[src/rtl/auto_gain_control.sv]
// ---------------------------------------------------------------------------
// auto_gain_control
//
// Purpose:
//   Selects one of four gain relays so that an ADC signal sits in range.
//   Every ADC sample is checked for overload (immediate step-down), and the
//   peak of each fixed-length window of samples decides whether the gain can
//   step up or whether the loop is locked ("stable").
//
// Ports:
//   clk         in   1   system clock, every flop uses its rising edge
//   rst_n       in   1   asynchronous, active-low reset
//   adc_clk     in   1   ADC sample strobe, synchronized and used as data
//   adc_data    in   12  unsigned ADC code, captured on the adc_clk rise
//   relay_ctrl  out  2   gain relay select (current gain index, 3 = highest)
//   stable      out  1   high once a full window has been measured in range
//
// Configuration macro:
//   AGC_SETTLE_EN  defined   -> SETTLE_LEN samples are discarded after every
//                               relay change before measuring resumes.
//                  undefined -> no settling samples; measuring resumes on the
//                               very next sample after a relay change.
// ---------------------------------------------------------------------------
module auto_gain_control #(
   parameter int unsigned      OVER_TH    = 3800,
   parameter int unsigned      UP_TH      = 1800,
   parameter int unsigned      WIN_LEN    = 256,
   parameter int unsigned      SETTLE_LEN = 16,
   parameter logic [3:0][7:0]  GAIN_MAP   = {8'd8, 8'd4, 8'd2, 8'd1}
) (
   input  logic        clk,
   input  logic        rst_n,
   input  logic        adc_clk,
   input  logic [11:0] adc_data,
   output logic [1:0]  relay_ctrl,
   output logic        stable
);

   localparam logic [1:0] SETTLE  = 2'd0;
   localparam logic [1:0] MEASURE = 2'd1;
   localparam logic [1:0] LOCKED  = 2'd2;

   localparam logic [11:0] OVER_TH_C    = 12'(OVER_TH);
   localparam logic [11:0] UP_TH_C      = 12'(UP_TH);
   localparam logic [8:0]  WIN_LEN_C    = 9'(WIN_LEN);
   localparam logic [8:0]  SETTLE_LEN_C = 9'(SETTLE_LEN);
   localparam logic [1:0]  IDX_MAX      = 2'd3;

   // Elaboration-time sanity checks: the window and settle counts must fit
   // the 9-bit counter, and the relay order must be ascending in gain since
   // stepping the index up is assumed to raise the gain.
   if (WIN_LEN < 1 || WIN_LEN > 511) begin : g_badWinLen
      $error("auto_gain_control: WIN_LEN must be 1..511");
   end
   if (SETTLE_LEN > 511) begin : g_badSettleLen
      $error("auto_gain_control: SETTLE_LEN must be 0..511");
   end
   if (!(GAIN_MAP[0] < GAIN_MAP[1] && GAIN_MAP[1] < GAIN_MAP[2] &&
         GAIN_MAP[2] < GAIN_MAP[3])) begin : g_badGainMap
      $error("auto_gain_control: GAIN_MAP must be strictly ascending");
   end

   logic        adcSync1_q, adcSync2_q, adcPrev_q;
   logic        adcRise;
   logic [11:0] sample_q;
   logic        sampleValid_q;

   logic [1:0]  state_q, state_d;
   logic [1:0]  idx_q, idx_d;
   logic        stable_q, stable_d;
   logic [11:0] peak_q, peak_d;
   logic [8:0]  count_q, count_d;

   logic        overload;
   logic        settleActive;
   logic        settleDone;
   logic [8:0]  countInc;
   logic [11:0] peakNew;

   // Two-flop synchronizer for the ADC strobe plus a delayed copy for rising
   // edge detection. On the detected edge the data bus has been stable for
   // at least half an adc_clk period, so it is safe to capture it here.
   always_ff @(posedge clk or negedge rst_n) begin
      if (!rst_n) begin
         adcSync1_q    <= 1'b0;
         adcSync2_q    <= 1'b0;
         adcPrev_q     <= 1'b0;
         sample_q      <= '0;
         sampleValid_q <= 1'b0;
      end else begin
         adcSync1_q    <= adc_clk;
         adcSync2_q    <= adcSync1_q;
         adcPrev_q     <= adcSync2_q;
         sampleValid_q <= adcRise;
         if (adcRise) begin
            sample_q <= adc_data;
         end
      end
   end

   assign adcRise = adcSync2_q & ~adcPrev_q;

   // The counter is shared: in SETTLE it counts discarded samples, in
   // MEASURE/LOCKED it counts window samples. It is always cleared on a
   // state change so the two uses never mix.
   assign overload   = (sample_q >= OVER_TH_C);
   assign countInc   = count_q + 9'd1;
   assign peakNew    = (sample_q > peak_q) ? sample_q : peak_q;
   assign settleDone = (countInc >= SETTLE_LEN_C);

`ifdef AGC_SETTLE_EN
   assign settleActive = (state_q == SETTLE);
`else
   // Without settling, a sample arriving in SETTLE is treated as the first
   // sample of a fresh measurement window.
   assign settleActive = 1'b0;
`endif

   // Gain decision logic, evaluated once per captured sample. Overload is
   // checked first so that it wins over settling and over a window end that
   // falls on the same sample.
   always_comb begin
      state_d  = state_q;
      idx_d    = idx_q;
      stable_d = stable_q;
      peak_d   = peak_q;
      count_d  = count_q;
      if (sampleValid_q) begin
         if (overload) begin
            if (idx_q != 2'd0) begin
               idx_d = idx_q - 2'd1;
            end
            stable_d = 1'b0;
            state_d  = SETTLE;
            peak_d   = '0;
            count_d  = '0;
         end else if (settleActive) begin
            if (settleDone) begin
               state_d = MEASURE;
               peak_d  = '0;
               count_d = '0;
            end else begin
               count_d = countInc;
            end
         end else if (countInc == WIN_LEN_C) begin
            if (peakNew < UP_TH_C && idx_q != IDX_MAX) begin
               idx_d    = idx_q + 2'd1;
               stable_d = 1'b0;
               state_d  = SETTLE;
            end else begin
               stable_d = 1'b1;
               state_d  = LOCKED;
            end
            peak_d  = '0;
            count_d = '0;
         end else begin
            peak_d  = peakNew;
            count_d = countInc;
            if (state_q == SETTLE) begin
               state_d = MEASURE;
            end
         end
      end
   end

   // Control state registers; reset selects the highest gain and restarts
   // from SETTLE so any partial measurement is thrown away.
   always_ff @(posedge clk or negedge rst_n) begin
      if (!rst_n) begin
         state_q  <= SETTLE;
         idx_q    <= IDX_MAX;
         stable_q <= 1'b0;
         peak_q   <= '0;
         count_q  <= '0;
      end else begin
         state_q  <= state_d;
         idx_q    <= idx_d;
         stable_q <= stable_d;
         peak_q   <= peak_d;
         count_q  <= count_d;
      end
   end

   assign relay_ctrl = idx_q;
   assign stable     = stable_q;

endmodule

[config.mk]
export PLATFORM = sky130hd
export DESIGN_NAME = auto_gain_control
export DESIGN_NICKNAME = d
export VERILOG_FILES = /design/src/rtl/auto_gain_control.sv
export SDC_FILE = /design/constraint.sdc
export NUM_CORES = 1
export LEC_CHECK = 0
export ABC_CLOCK_PERIOD_IN_PS = 2900
export CORE_MARGIN = 2
export CORE_UTILIZATION = 57
export CTS_CLUSTER_SIZE = 14
export DETAILED_ROUTE_END_ITERATION = 10
export PLACE_DENSITY = 0.79
export SYNTH_ARGS = -nofsm -noshare
export SYNTH_HDL_FRONTEND = slang
export SYNTH_SLANG_ARGS = --single-unit
[constraint.sdc]
create_clock -name clk -period 2.9 [get_ports clk]
set_clock_uncertainty 0.05 [all_clocks]
set_input_delay 0.58 -clock clk [delete_from_list [all_inputs] [get_ports clk]]
set_output_delay 0.58 -clock clk [all_outputs]
set_load 0.05 [all_outputs]
======== After elaboration in Yosys (flattened, before gate mapping) ========
Cells that the tools add are included.
storage, ports and cells
  flip-flop bits (word level) ............. 40
  input port bits ......................... 15
cells by class
  add/sub/neg operators ................... 3
  $lt $le $gt $ge ......................... 3
  equal/unequal tests ..................... 3
  mux-type cells .......................... 12
  bitwise gates (word level) .............. 2
  reductions and logical operators ........ 6
operator list
  operator                count
  $mux W12                3
  $mux W9                 2
  $ge A12 B12 Y1 const B  1
  $gt A12 B12 Y1          1
  $lt A12 B11 Y1 const B  1
  $add A9 B1 Y9 const B   1
  $eq A9 B9 Y1 const B    1
  $mux W2                 4
  $reduce_bool A2 Y1      3
  $reduce_and A4 Y1       1
  $mux W1                 3
  $add A2 B1 Y2 const B   1
  $ne A2 B1 Y1 const B    1
  $ne A2 B2 Y1 const B    1
  $reduce_and A2 Y1       1
  $sub A2 B1 Y2 const B   1
  $and A1 B1 Y1           1
  $logic_and A1 B1 Y1     1
  $not A1 Y1              1

======== Logic depth before layout (Yosys ltp) ========
Gate-level depths: netlist (run 1).
  word-level depth ........................ 7
  depth in mapped cells ................... 9
  depth with buffers taken out ............ 9

======== Worst setup path after synthesis (run 1) ========
OpenSTA, ideal clock, no wires.
  path type ............................... register -> register
  from .................................... reg count_q[0]
  to ...................................... reg peak_q[0]
  library setup time ...................... 121 ps
  arrival time ............................ 2183 ps
  data required time ...................... 2729 ps
  path slack .............................. 546 ps
  stages on the path, launching flop included .. 10
  cells stage by stage .................... dfrtp_1 -> ha_1 -> nand2_2 -> nor3_4 -> a32oi_1 -> a221oi_4 -> a21oi_2 -> and3_4 -> buf_6 -> a22o_1
between the ends
  word-level cells in the longest chain between the ends .. 4
ends and longest elaborated chain
  what                      line  RTL
  start: declaration        72    logic [8:0] count_q, count_d;
  start signal: assignment  180   count_q <= count_d;
  $add A9 B1 Y9             107   assign countInc = count_q + 9'd1;
  $eq A9 B9 Y1              145   end else if (countInc == WIN_LEN_C) begin
  $mux W12                  145
  $mux W12                  129   if (overload) begin
  end signal: assignment    179   peak_q <= peak_d;
  end: declaration          71    logic [11:0] peak_q, peak_d;
Every way passes these cells.
A chain may end at the register's enable or synchronous reset.

======== Worst setup path after layout (run 1) ========
  from .................................... reg count_q[0]
  to ...................................... reg peak_q[3]
Same word-level chain as after synthesis.

==> Flow_metrics.wiki, run 1 <==
{| class="wikitable"
! Metric !! Value
|-
| Number of global-route vias before repair || 1615
|-
| Highest Clock Rate || 387.0 MHz
|-
| Primary FF master, synth || sky130_fd_sc_hd__dfrtp_1
|-
| Most frequent cells in the layout || 38 x sky130_fd_sc_hd__dfrtp_1, 18 x sky130_fd_sc_hd__inv_1, 16 x sky130_fd_sc_hd__clkdlybuf4s50_1
|-
| Endpoint kind of the worst setup timing path || register
|-
| Leakage power total || 1.046 nW
|-
| Avg Vias per Cell || 6.148
|-
| Library cell occupying the most area in the post-synthesis netlist || sky130_fd_sc_hd__dfrtp_1
|-
| Worst supply voltage drop on vdd || 504.6 uV
|-
| Top fanout value on the critical path || 12
|-
| Number of setup violations in the final report || 0
|-
| Worst-case headroom to the max-slew limit || 42.67%
|-
| Pin count of the biggest net entering global routing || 41
|-
| Summed area of non-filler cells in the final layout || 2426 um^2
|-
| HPWL reported at the end of detailed placement || 3.155 mm
|-
| Clock latency reported for the late side of the worst-skew pair || 0.29 ns
|-
| Htree depth || 2
|-
| Data required, critical path || 3.03 ns
|-
| Unrepaired setup endpoints after global routing || false
|-
| Post-route fraction of the period consumed by the critical path || 89.09%
|-
| Number of routed nets with antenna violations || 0
|-
| Post-synthesis cell count || 197
|-
| Total Wirelength || 4.352 mm
|-
| Startpoint type of the worst setup path || register
|-
| Fraction of synthesized cell area taken by the top area cell type || 44.52%
|-
| GRT Overall Usage || 23.34%
|-
| Post-CTS Setup Inserts || 0
|-
| Total count of hold-check failures in the final report || 0
|-
| Number of distinct library cell variants in the gate-level netlist after synthesis || 52
|-
| Placement Rows || 22
|-
| Area delta synth->final || 13.59%
|-
| Total number of vias || 1623
|-
| Std-Cell Core Area || 3633 um^2
|-
| Width of the die || 65.21 um
|-
| Mapped cell area || 2136 um^2
|-
| Clock sink total || 40
|-
| Layout cells sized above 1 || 17.59%
|-
| Die outline height || 65.21 um
|-
| Final sum of negative setup slack || 0 ns
|-
| Post-layout min period || 2.584 ns
|-
| Synthesized flop and latch total || 40
|-
| Number of antenna violations at the first check in global routing || 0
|-
| Worst R2R Start || count_q[0]$_DFFE_PN0P_
|-
| Number of nets in the synthesized netlist || 225
|-
| Leftover overflow at the end of global routing || 0
|-
| Origin of the worst setup path || count_q[0]$_DFFE_PN0P_
|-
| Routed WL per cell || 16.48 um
|-
| Share of synthesized registers carrying an async set or reset || 100.0%
|-
| Cell area after placement || 2332 um^2
|-
| Worst-path clk slew || 0.07 ns
|-
| Final Total Pwr || 1.937 mW
|-
| Hold Crit Start || adcSync1_q$_DFF_PN0_
|-
| Clock Tree Buf Depth || 2
|-
| CTS tree || yes
|-
| Yosys synthesis warning count || 0
|-
| Result of the run || completed
|-
| Pin slew with the least headroom to its limit || 0.8599 ns
|-
| Num ports || 18
|-
| Number of nets in the finished design || 243
|-
| Power density of the placed cells || 798.4 nW/um^2
|-
| Detailed router's first-iteration violation count || 91
|-
| 1st-pass router iterations || 4
|-
| Hold Crit Class || reg -> reg
|-
| Wire length of the first global-routing pass || 7.610 mm
|-
| Top post-synthesis cells by area || sky130_fd_sc_hd__dfrtp_1 45%, sky130_fd_sc_hd__ha_1 7.6%, sky130_fd_sc_hd__mux2_2 6.3%
|-
| Most common cell after layout, fill and taps aside || sky130_fd_sc_hd__dfrtp_1
|-
| Number of buffers inserted by port buffering || 17
|-
| Endpoint arrival time on the critical path || 2.71 ns
|-
| Total clock buffers created by CTS || 5
|-
| Number of enable-type register cells in the synthesized netlist || 0
|-
| Number of remaining DRC errors || 0
|-
| Max-cap violations || 0
|-
| GP Congestion || 0.8593
|-
| Die area || 4252 um^2
|-
| Effective utilization at floorplan || 58.78%
|-
| Mean instance size in the synthesized netlist || 10.84 um^2
|-
| Library cell used as clock root buffer || sky130_fd_sc_hd__clkbuf_8
|-
| Sequential element share of the synthesized area || 46.98%
|-
| Number of antenna repair diodes || 0
|-
| Final Max Tran Viols || 0
|-
| Path type of the worst setup path || reg -> reg
|}
==> metal layers <==
| layer | up-vias | global-route usage, % | wire, um |
|---|---|---|---|
| li1 | 772 | - | - |
| met1 | 805 | 31.00 | 1995 |
| met2 | 37 | 37.37 | 2109 |
| met3 | 9 | 5.822 | 175 |
| met4 | 0 | 8.073 | 72 |
| met5 | - | 0 | 0 |
==> area by class of cell <==
cell class                      instances  area (um^2)
Clock buffer                            8        90.09
Inverter                               18        67.56
Sequential cell                        40         1003
Fill cell                             295         1207
Timing Repair Buffer                   18        172.7
Multi-Input combinational cell        132         1032
Tap cell                               48        60.06
==> worst max-delay path: stages, from the launching register on <==
cell	delay (ns)
sky130_fd_sc_hd__dfrtp_1	0.43
sky130_fd_sc_hd__ha_1	0.27
sky130_fd_sc_hd__nand2_2	0.14
sky130_fd_sc_hd__nor3_4	0.26
sky130_fd_sc_hd__a32oi_1	0.18
sky130_fd_sc_hd__a221oi_4	0.41
sky130_fd_sc_hd__a21oi_2	0.18
sky130_fd_sc_hd__and3_4	0.27
sky130_fd_sc_hd__a22o_2	0.27
==> path summary, 6_finish.rpt <==
check / slack (ns) / cells after the start / endpoint
setup / recovery: 0.32 / 8 / peak_q[3]$_DFFE_PN0P_
hold / removal: 0.31 / 0 / adcSync2_q$_DFF_PN0_
setup reg to reg: 0.32 / 8 / peak_q[3]$_DFFE_PN0P_
hold reg to reg: 0.31 / 0 / adcSync2_q$_DFF_PN0_
max in group asynchronous: 1.91 / 1 / count_q[4]$_DFFE_PN0P_
min in group asynchronous: 0.35 / 1 / sample_q[3]$_DFFE_PN0P_
==> state kept, by name (all words and copies together) (netlist names) <==
register / count
adcSync1_q: 1
adcSync2_q: 1
count_q: 9
sample_q: 12
peak_q: 12
sampleValid_q: 1
adcPrev_q: 1
stable: 1
relay_ctrl: 2
==> stage by stage <==
| step | instances | hold WS, ns | setup WS, ns | utilization [%] |
|---|---|---|---|---|
| after global placement | 256 | 0.2928 | 0.3219 | 64.19 |
| after CTS | 264 | 0.3119 | 0.07483 | 66.67 |
| after global routing | 264 | 0.3234 | 0.1328 | 66.77 |
| final | 264 | 0.3055 | 0.3163 | 66.77 |
| after detailed placement | 256 | 0.2958 | 0.08201 | 64.19 |
| after floorplan | 197 | 0.2344 | 0.5459 | - |
==> cell usage after synthesis (2+ instances only) <==
library cell	instances
sky130_fd_sc_hd__nor2_1	3
sky130_fd_sc_hd__nand2_1	14
sky130_fd_sc_hd__a21oi_1	8
sky130_fd_sc_hd__a22o_1	10
sky130_fd_sc_hd__o22ai_1	3
sky130_fd_sc_hd__nand3_1	8
sky130_fd_sc_hd__nor2b_1	2
sky130_fd_sc_hd__o2111ai_1	3
sky130_fd_sc_hd__dfrtp_1	38
sky130_fd_sc_hd__buf_2	2
sky130_fd_sc_hd__nand4_1	6
sky130_fd_sc_hd__dfstp_2	2
sky130_fd_sc_hd__mux2_2	12
sky130_fd_sc_hd__o21ai_0	12
sky130_fd_sc_hd__nor3b_1	3
sky130_fd_sc_hd__inv_1	18
sky130_fd_sc_hd__ha_1	13
sky130_fd_sc_hd__o2bb2ai_1	2
sky130_fd_sc_hd__a22o_2	2
sky130_fd_sc_hd__clkbuf_1	3
sky130_fd_sc_hd__nand3_2	2
==> cell families (layout without fill, tap and decap cells) <==
kind of cell	after synthesis	count (layout)	share of synthesized area, %
AO/OA/AOI/OAI	57	57	20.04
XOR/XNOR	1	1	0.4102
adder cells (fa/ha/maj)	13	13	7.616
buffers and inverters	25	44	4.862
flip-flops	40	40	46.98
multiplexers	13	13	6.796
AND/OR/NAND/NOR	48	48	13.30
==> power breakdown <==
part / switching, mW / internal, mW / total (mW)
registers: 0.162 / 0.704 / 0.866
logic: 0.372 / 0.326 / 0.698
clock network: 0.180 / 0.194 / 0.374
==> repair_timing <==
action	4_1_cts	5_1_grt
gates resized for setup	0	1
setup endpoints to repair	0	11
hold buffers	0	0
(Power assumes the default switching activity.)
==> run 2: changes to the inputs <==
--- a/config.mk
+++ b/config.mk
@@ -11,6 +11,7 @@
 export CTS_CLUSTER_SIZE = 14
 export DETAILED_ROUTE_END_ITERATION = 10
 export PLACE_DENSITY = 0.79
+export SETUP_SLACK_MARGIN = 0.02
 export SYNTH_ARGS = -nofsm -noshare
 export SYNTH_HDL_FRONTEND = slang
 export SYNTH_SLANG_ARGS = --single-unit
==> results of run 2 <==
No change in the layout: final DEF, timing and power equal those of run 1.
